## src/rtl/booth_pp_gen.sv

```systemverilog
// Radix-4 Booth partial-product generator with a two-stage valid/ready pipeline.
// Stage 1 captures the extended multiplicand and Booth digit codes; stage 2 forms the partial products.
module booth_pp_gen #(
  parameter int HALF = 8,
  parameter int DW   = 2 * HALF,
  parameter int N    = HALF / 2 + 1
) (
  input  logic                 clk_i,
  input  logic                 rst_i,
  input  logic                 valid_i,
  output logic                 ready_o,
  input  logic                 signed_i,
  input  logic [HALF-1:0]      a_i,
  input  logic [HALF-1:0]      b_i,
  output logic                 valid_o,
  input  logic                 ready_i,
  output logic [N-1:0][DW-1:0] pp_o
);

  logic                 v1_r;
  logic                 v2_r;
  logic                 adv1_s;
  logic                 adv2_s;
  logic                 in_fire_s;
  logic                 ext_bit_s;
  logic [DW-1:0]        a_ext_s;
  logic [HALF+2:0]      b_ext_s;
  logic [N-1:0][2:0]    digit_s;
  logic [DW-1:0]        a_ext_r;
  logic [N-1:0][2:0]    digit_r;
  logic [N-1:0][DW-1:0] pp_s;
  logic [N-1:0][DW-1:0] pp_r;

  // Booth digit times multiplicand; negative digits use a full two's complement.
  function automatic logic [DW-1:0] booth_term(input logic [2:0] code, input logic [DW-1:0] a);
    logic [DW-1:0] two_a;
    logic [DW-1:0] term;
    two_a = a << 1;
    term  = {DW{1'b0}};
    case (code)
      3'b001, 3'b010: term = a;
      3'b011:         term = two_a;
      3'b100:         term = ~two_a + {{(DW-1){1'b0}}, 1'b1};
      3'b101, 3'b110: term = ~a + {{(DW-1){1'b0}}, 1'b1};
      default:        term = {DW{1'b0}};
    endcase
    return term;
  endfunction

  // Handshake: ready_o is combinational from ready_i, there is no skid buffer.
  always_comb begin
    adv2_s    = !v2_r || ready_i;
    adv1_s    = !v1_r || adv2_s;
    in_fire_s = valid_i && adv1_s;
  end

  assign ready_o = adv1_s;
  assign valid_o = v2_r;
  assign pp_o    = pp_r;

  // Operand extension and overlapping 3-bit Booth windows of the multiplier.
  always_comb begin
    ext_bit_s = signed_i & b_i[HALF-1];
    if (signed_i) begin
      a_ext_s = {{(DW-HALF){a_i[HALF-1]}}, a_i};
    end else begin
      a_ext_s = {{(DW-HALF){1'b0}}, a_i};
    end
    b_ext_s = {ext_bit_s, ext_bit_s, b_i, 1'b0};
    for (int j = 0; j < N; j++) begin
      digit_s[j] = b_ext_s[2*j +: 3];
    end
  end

  // Partial products weighted by 4^j and truncated to DW bits.
  always_comb begin
    for (int j = 0; j < N; j++) begin
      pp_s[j] = booth_term(digit_r[j], a_ext_r) << (2 * j);
    end
  end

  // Stage occupancy flags; stage 1 empties when it advances without a new input.
  always_ff @(posedge clk_i) begin
    if (rst_i) begin
      v1_r <= 1'b0;
      v2_r <= 1'b0;
    end else begin
      if (in_fire_s) begin
        v1_r <= 1'b1;
      end else if (adv1_s) begin
        v1_r <= 1'b0;
      end
      if (adv2_s) begin
        v2_r <= v1_r;
      end
    end
  end

  // Stage 1 data, loaded only on an input transfer.
  always_ff @(posedge clk_i) begin
    if (rst_i) begin
      a_ext_r <= {DW{1'b0}};
      digit_r <= {(3*N){1'b0}};
    end else if (in_fire_s) begin
      a_ext_r <= a_ext_s;
      digit_r <= digit_s;
    end
  end

  // Stage 2 data, held stable while the output is stalled.
  always_ff @(posedge clk_i) begin
    if (rst_i) begin
      pp_r <= {(N*DW){1'b0}};
    end else if (adv2_s && v1_r) begin
      pp_r <= pp_s;
    end
  end

endmodule
```

## config.mk

```make
export PLATFORM = sky130hd
export DESIGN_NAME = booth_pp_gen
export DESIGN_NICKNAME = d
export VERILOG_FILES = /design/src/rtl/booth_pp_gen.sv
export SDC_FILE = /design/constraint.sdc
export NUM_CORES = 1
export LEC_CHECK = 0
export CAP_MARGIN = 30
export CORE_MARGIN = 4
export CORE_UTILIZATION = 25
export CTS_BUF_LIST = sky130_fd_sc_hd__clkbuf_8
export DETAILED_ROUTE_END_ITERATION = 7
export DONT_BUFFER_PORTS = 1
export PLACE_DENSITY_LB_ADDON = 0.08
export SETUP_SLACK_MARGIN = 0.15
export SLEW_MARGIN = 30
export SYNTH_ARGS = -nofsm -noshare
export SYNTH_HDL_FRONTEND = slang
export SYNTH_SLANG_ARGS = --single-unit
```

## constraint.sdc

```tcl
create_clock -name clk_i -period 3 [get_ports clk_i]
set_clock_uncertainty 0.1 [all_clocks]
set_input_delay 0.45 -clock clk_i [delete_from_list [all_inputs] [get_ports clk_i]]
set_output_delay 0.45 -clock clk_i [all_outputs]
set_load 0.1 [all_outputs]
```

# Word-level counts from Yosys, hierarchy flattened
# Index checks and enable logic that the tools add are counted.
# classes
n_addsub	2
eq_ne	27
mux	8
bitwise_logic	3
reduce_logical	15
# op_table
op	n
$pmux W14 S4	1
$pmux W12 S4	1
$pmux W16 S3	1
$pmux W10 S4	1
$eq A3 B3 Y1 const B	12
$add A16 B1 Y16 const B	2
$not A16 Y16	2
$pmux W8 S4	1
$eq A3 B2 Y1 const B	8
$mux W16	1
$reduce_or A2 Y1	8
$eq A3 B1 Y1 const B	4
$eq A2 B2 Y1 const B	2
$eq A2 B1 Y1 const B	1
$logic_and A1 B1 Y1	2
$logic_not A1 Y1	2
$logic_or A1 B1 Y1	2
$mux W1	2
$reduce_bool A2 Y1	1
$and A1 B1 Y1	1
# totals
register_bits	91
inputBits	21
output_inout_bits	82
elab_cells	68

# Longest topological paths before layout
# depth
depth_word	5
ltp_mapped	9

# Worst setup path after synthesis
# OpenSTA, ideal clock, no wires.
# synth_timing
path_kind	flip-flop to flip-flop
start	register v2_r (netlist: valid_o)
end	register a_ext_r[2]
t_arrival_ns	2.731
slack_ns	0.037
path_stages_with_launch	8
synth_period_minus_slack_ns	2.963
cell_sequence	dfxtp_1 -> nor2b_1 -> nand2_1 -> and2_1 -> clkbuf_1 -> clkbuf_1 -> nand2_1 -> a21oi_1
# synth_between
elab_chain_len	4
# synth_rtl
element	line	source
start, declared	21	logic v2_r;
start signal, assigned	94	v2_r <= v1_r;
$logic_not A1 Y1	52	adv2_s = !v2_r || ready_i;
$logic_or A1 B1 Y1	52	
$logic_or A1 B1 Y1	53	adv1_s = !v1_r || adv2_s;
named net ready_o	11	output logic ready_o,
$logic_and A1 B1 Y1	54	in_fire_s = valid_i && adv1_s;
end signal, assigned	102	a_ext_r <= {DW{1'b0}};
end signal, assigned	105	a_ext_r <= a_ext_s;
end, declared	29	logic [DW-1:0] a_ext_r;
# The timed path passes the listed nets, and every way through them passes these cells.
# A chain may end at the register's enable or synchronous reset.

# Worst setup path in the final report
# layout_timing
start	register a_ext_r[0]
end	register pp_r, in the netlist pp_o[25]
# layout_between
elab_chain_len	3
# layout_rtl
element	line	source
$not A16 Y16, on equally long branches	--	
$add A16 B1 Y16, on equally long branches	--	
$pmux W14 S4 *	40	case (code)
end signal, assigned	113	pp_r <= {(N*DW){1'b0}};
end signal, assigned	115	pp_r <= pp_s;
end, declared	32	logic [N-1:0][DW-1:0] pp_r;
# Mark *: on every way between the ends. The rest lies on a longest branch, timed or not.

==> qor_table.md <==
| Stage | Metric | Reported |
| --- | --- | --- |
| floorplanning | Die Outline Area | 0.0218 mm2 |
| grt | Pin count of the biggest net entering global routing | 50 |
| min path | Hold WC Path Type | in -> reg |
| min path | Number of instances on the worst hold path | 1 |
| floorplanning | Number of top-level pins | 103 |
| clocking | Clk pin slew, worst setup/hold paths | 0.09 ns |
| timing | Crit path time final | 2.54 ns |
| placement | Half-perimeter wire length of the detailed placement result | 14.1 mm |
| timing | RSZ-0062 raised after global routing | no |
| clocking | Number of levels in the clock H-tree | 3 |
| timing | Total negative setup slack | 0 ns |
| clocking | Num CTS Buffers | 9 |
| floorplanning | Chip Width | 148 um |
| floorplanning | Y dimension of the die | 148 um |
| grt | Aggregate global routing overflow | 0 |
| clocking | Clock sink total | 80 |
| grt | Vias in the first global route | 4,683 |
| cells and area | Fraction of layout instances using a drive strength above 1 | 0.144 |
| cells and area | Layout overhead on the synthesized area | 10.5% |
| floorplanning | Number of placement rows | 50 |
| power | VDD IR-drop max | 218 uV |
| yosys | Yosys warning total | 0 |
| routing | Post-route DRC | 0 |
| grt | First-pass GRT wire length | 29.7 mm |
| timing | Maximum operating frequency | 394 MHz |
| yosys | Fraction of synthesis flops using an asynchronous set or reset pin | 0 |
| yosys | Mapped Cells | 630 |
| placement | Placed Cells | 871 |
| job | Number of violations of the max-capacitance limit | 0 |
| floorplanning | Starting Density | 0.257 |
| routing | Vias post-DR | 4,730 |
| yosys | Most used standard cell by instance count after synthesis | nand2_1 |
| status | Status | finished, final reports clean |
| setup path | Critical Path Source Type | register |
| power | Clock share of power | 0.291 |
| cells and area | Nets | 648 |
| clocking | Clock root buffer | clkbuf_8 |
| routing | Wire length per cell after detailed routing | 21.8 um |
| yosys | Post-synthesis cell type count | 70 |
| yosys | Area share of the leading cell type in the synthesized netlist | 0.329 |
| routing | Violation count after the first detailed-route iteration | 424 |
| routing | Drt via density | 5.33 |
| clocking | Cts hold-fix bufs | 0 |
| yosys | Netlist area before placement | 0.00487 mm2 |
| timing | Hold Fails Final Rpt | 0 |
| clocking | Buffers inserted by post-CTS timing repair | 0 |
| yosys | Post-synth EDFFs | 0 |
| timing | Slew margin rel. | 0.321 |
| floorplanning | Core Footprint | 0.0190 mm2 |
| timing | Transition time at the pin with the least slew margin | 1.02 ns |
| clocking | Clock latency on the worst-skew pair | 0.38 ns |
| clocking | Number of gates given a new drive strength after cts | 0 |
| power | Internal Pwr Total | 0.00165 W |
| yosys | Largest cells by area after synthesis | dfxtp_1, nand2_1, a21oi_1, buf_4, nor2_1 |
| yosys | Mean cell area of the mapped netlist | 7.73 um2 |
| routing | Post-route ant nets | 0 |
| setup path | Largest fanout on the critical path | 14 |
| setup path | WS Path Type | reg -> reg |
| cells and area | Number of standard cells in the final layout excluding fillers | 887 |
| routing | Final routed wirelength across all metal layers | 19.4 mm |
| clocking | Clock tree from TritonCTS | done |
| routing | Count of TritonRoute iterations in the first routing pass | 5 |
| timing | Final setup violating endpoints | 0 |
| setup path | Worst Path Required | 3.17 ns |
| power | Net switching power figure | 0.00106 W |
| clocking | Clock tree buffer depth | 2 |
| placement | Final Wtd Congestion | 0.868 |
| setup path | Crit path arrival time | 2.71 ns |
| setup path | Endpoint type of the worst setup path | register |
| power | Switching fraction of total power | 0.390 |
| power | Pwr/cell area | 504 mW/mm2 |
| yosys | Sequential share of the synthesized area | 0.329 |
| placement | Number of port buffers | 0 |
| grt | Total track usage | 0.178 |
| timing | Share of the cycle needed by the critical path after routing | 0.846 |
| power | Sequential cell fraction of total power | 0.456 |
| yosys | Dominant cell type by area after synthesis | dfxtp_1 |
| cells and area | Number of inserted diodes | 0 |
| power | Logic pwr share | 0.252 |
| grt | Initial antenna violation count | 0 |
| yosys | Synth Register Bits | 80 |
| yosys | Commonest register cell after synthesis | dfxtp_1 |
| yosys | Commonest cells in the synthesized netlist | nand2_1, dfxtp_1, a21oi_1 |
| setup path | R2r worst-path depth | 7 |
| power | Standby leakage power | 1.93 nW |
| timing | Max-slew violation total from the final report | 0 |
[power by group through the flow]
stage,registers (W),clock network (W),logic (W)
after floorplan,0.00125,0,0.000518
after global placement,0.00126,0,0.000677
after detailed placement,0.00126,0,0.000677
after CTS,0.00124,0.000820,0.000679
after global routing,0.00125,0.000856,0.000730
final,0.00124,0.000791,0.000685
[registers in the layout (all words and copies together) (netlist names)]
| name | cells |
|---|---|
| valid_o | 1 |
| v1_r | 1 |
| digit_r | 9 |
| a_ext_r | 9 |
| pp_o | 60 |
[metal layers]
layer	GRT usage	up-vias	wire length [um]
met5	0	-	0
met4	0.0508	0	286
met3	0.0515	25	1750
met2	0.287	213	8940
met1	0.231	2287	8370
li1	-	2205	-
[logic make-up after synthesis]
| kind of cell | count (synthesis) | share of synthesized area |
|---|---|---|
| other cells | 1 | 0.000770 |
| fa+ha+maj | 3 | 0.00771 |
| buf+inv | 90 | 0.0943 |
| simple gates | 231 | 0.239 |
| compound gates | 190 | 0.262 |
| xor+xnor | 19 | 0.0342 |
| flops | 80 | 0.329 |
| mux | 16 | 0.0339 |
[critical path: stages, from the launching register on]
cell	delay, ns
dfxtp_1	0.47
inv_1	0.17
ha_1	0.38
or3b_4	0.54
nor2_1	0.20
xnor2_1	0.16
a221oi_1	0.33
o21ai_1	0.08
[area by class of cell]
cell class,instances,area (um2)
Clock buffer,9,124
Sequential cell,80,1610
Timing Repair Buffer,44,347
Inverter,10,37.5
Tap cell,260,325
Fill cell,2061,13600
Multi-Input combinational cell,479,2880
Clock inverter,5,51.3
[path summary, 6_finish.rpt]
kind	slack [ns]	to	startpoint
setup / recovery	0.46	pp_o[25]	a_ext_r[0]
hold reg to reg	0.40	digit_r[3]	digit_r[3]
setup reg to reg	0.46	pp_o[25]	a_ext_r[0]
hold / removal	0.06	a_ext_r[4]	rst_i
[metrics by stage]
stage           util  hold WS, ns  setup WS [ns]  power [W]  area (um2)
5_1_grt        0.284       0.0247          0.275    0.00283        5380
3_5_place_dp   0.273        0.385          0.470    0.00194        5170
3_3_place_gp   0.272        0.381          0.555    0.00194        5160
6_report       0.284       0.0597          0.463    0.00271        5380
2_1_floorplan      -        0.349          0.355    0.00177        4940
4_1_cts        0.282       0.0224          0.455    0.00274        5350
[placed cells by master (no fill, tap or decap), types with 4 or more instances in the layout]
master / netlist / layout
mux2_2: 4 / 4
a311oi_1: 6 / 6
a21o_1: 13 / 13
o21ai_0: 30 / 30
mux2i_1: 12 / 12
a221oi_1: 15 / 15
nor3_1: 13 / 13
a21oi_1: 52 / 52
a31oi_1: 10 / 10
xor2_1: 6 / 6
nor2b_1: 6 / 6
a211oi_1: 9 / 9
a22oi_1: 7 / 7
a222oi_1: 5 / 5
nand2_1: 97 / 97
clkbuf_8: 0 / 9
buf_4: 20 / 42
dfxtp_1: 80 / 71
o21ai_1: 8 / 8
inv_1: 8 / 9
xnor2_1: 13 / 13
dfxtp_2: 0 / 9
or3_1: 4 / 4
a22o_1: 8 / 8
and2_1: 6 / 6
nand3_1: 22 / 22
conb_1: 1 / 20
nor2_1: 40 / 39
nand2b_1: 11 / 11
Note: power is estimated with default switching activity, not from simulation.
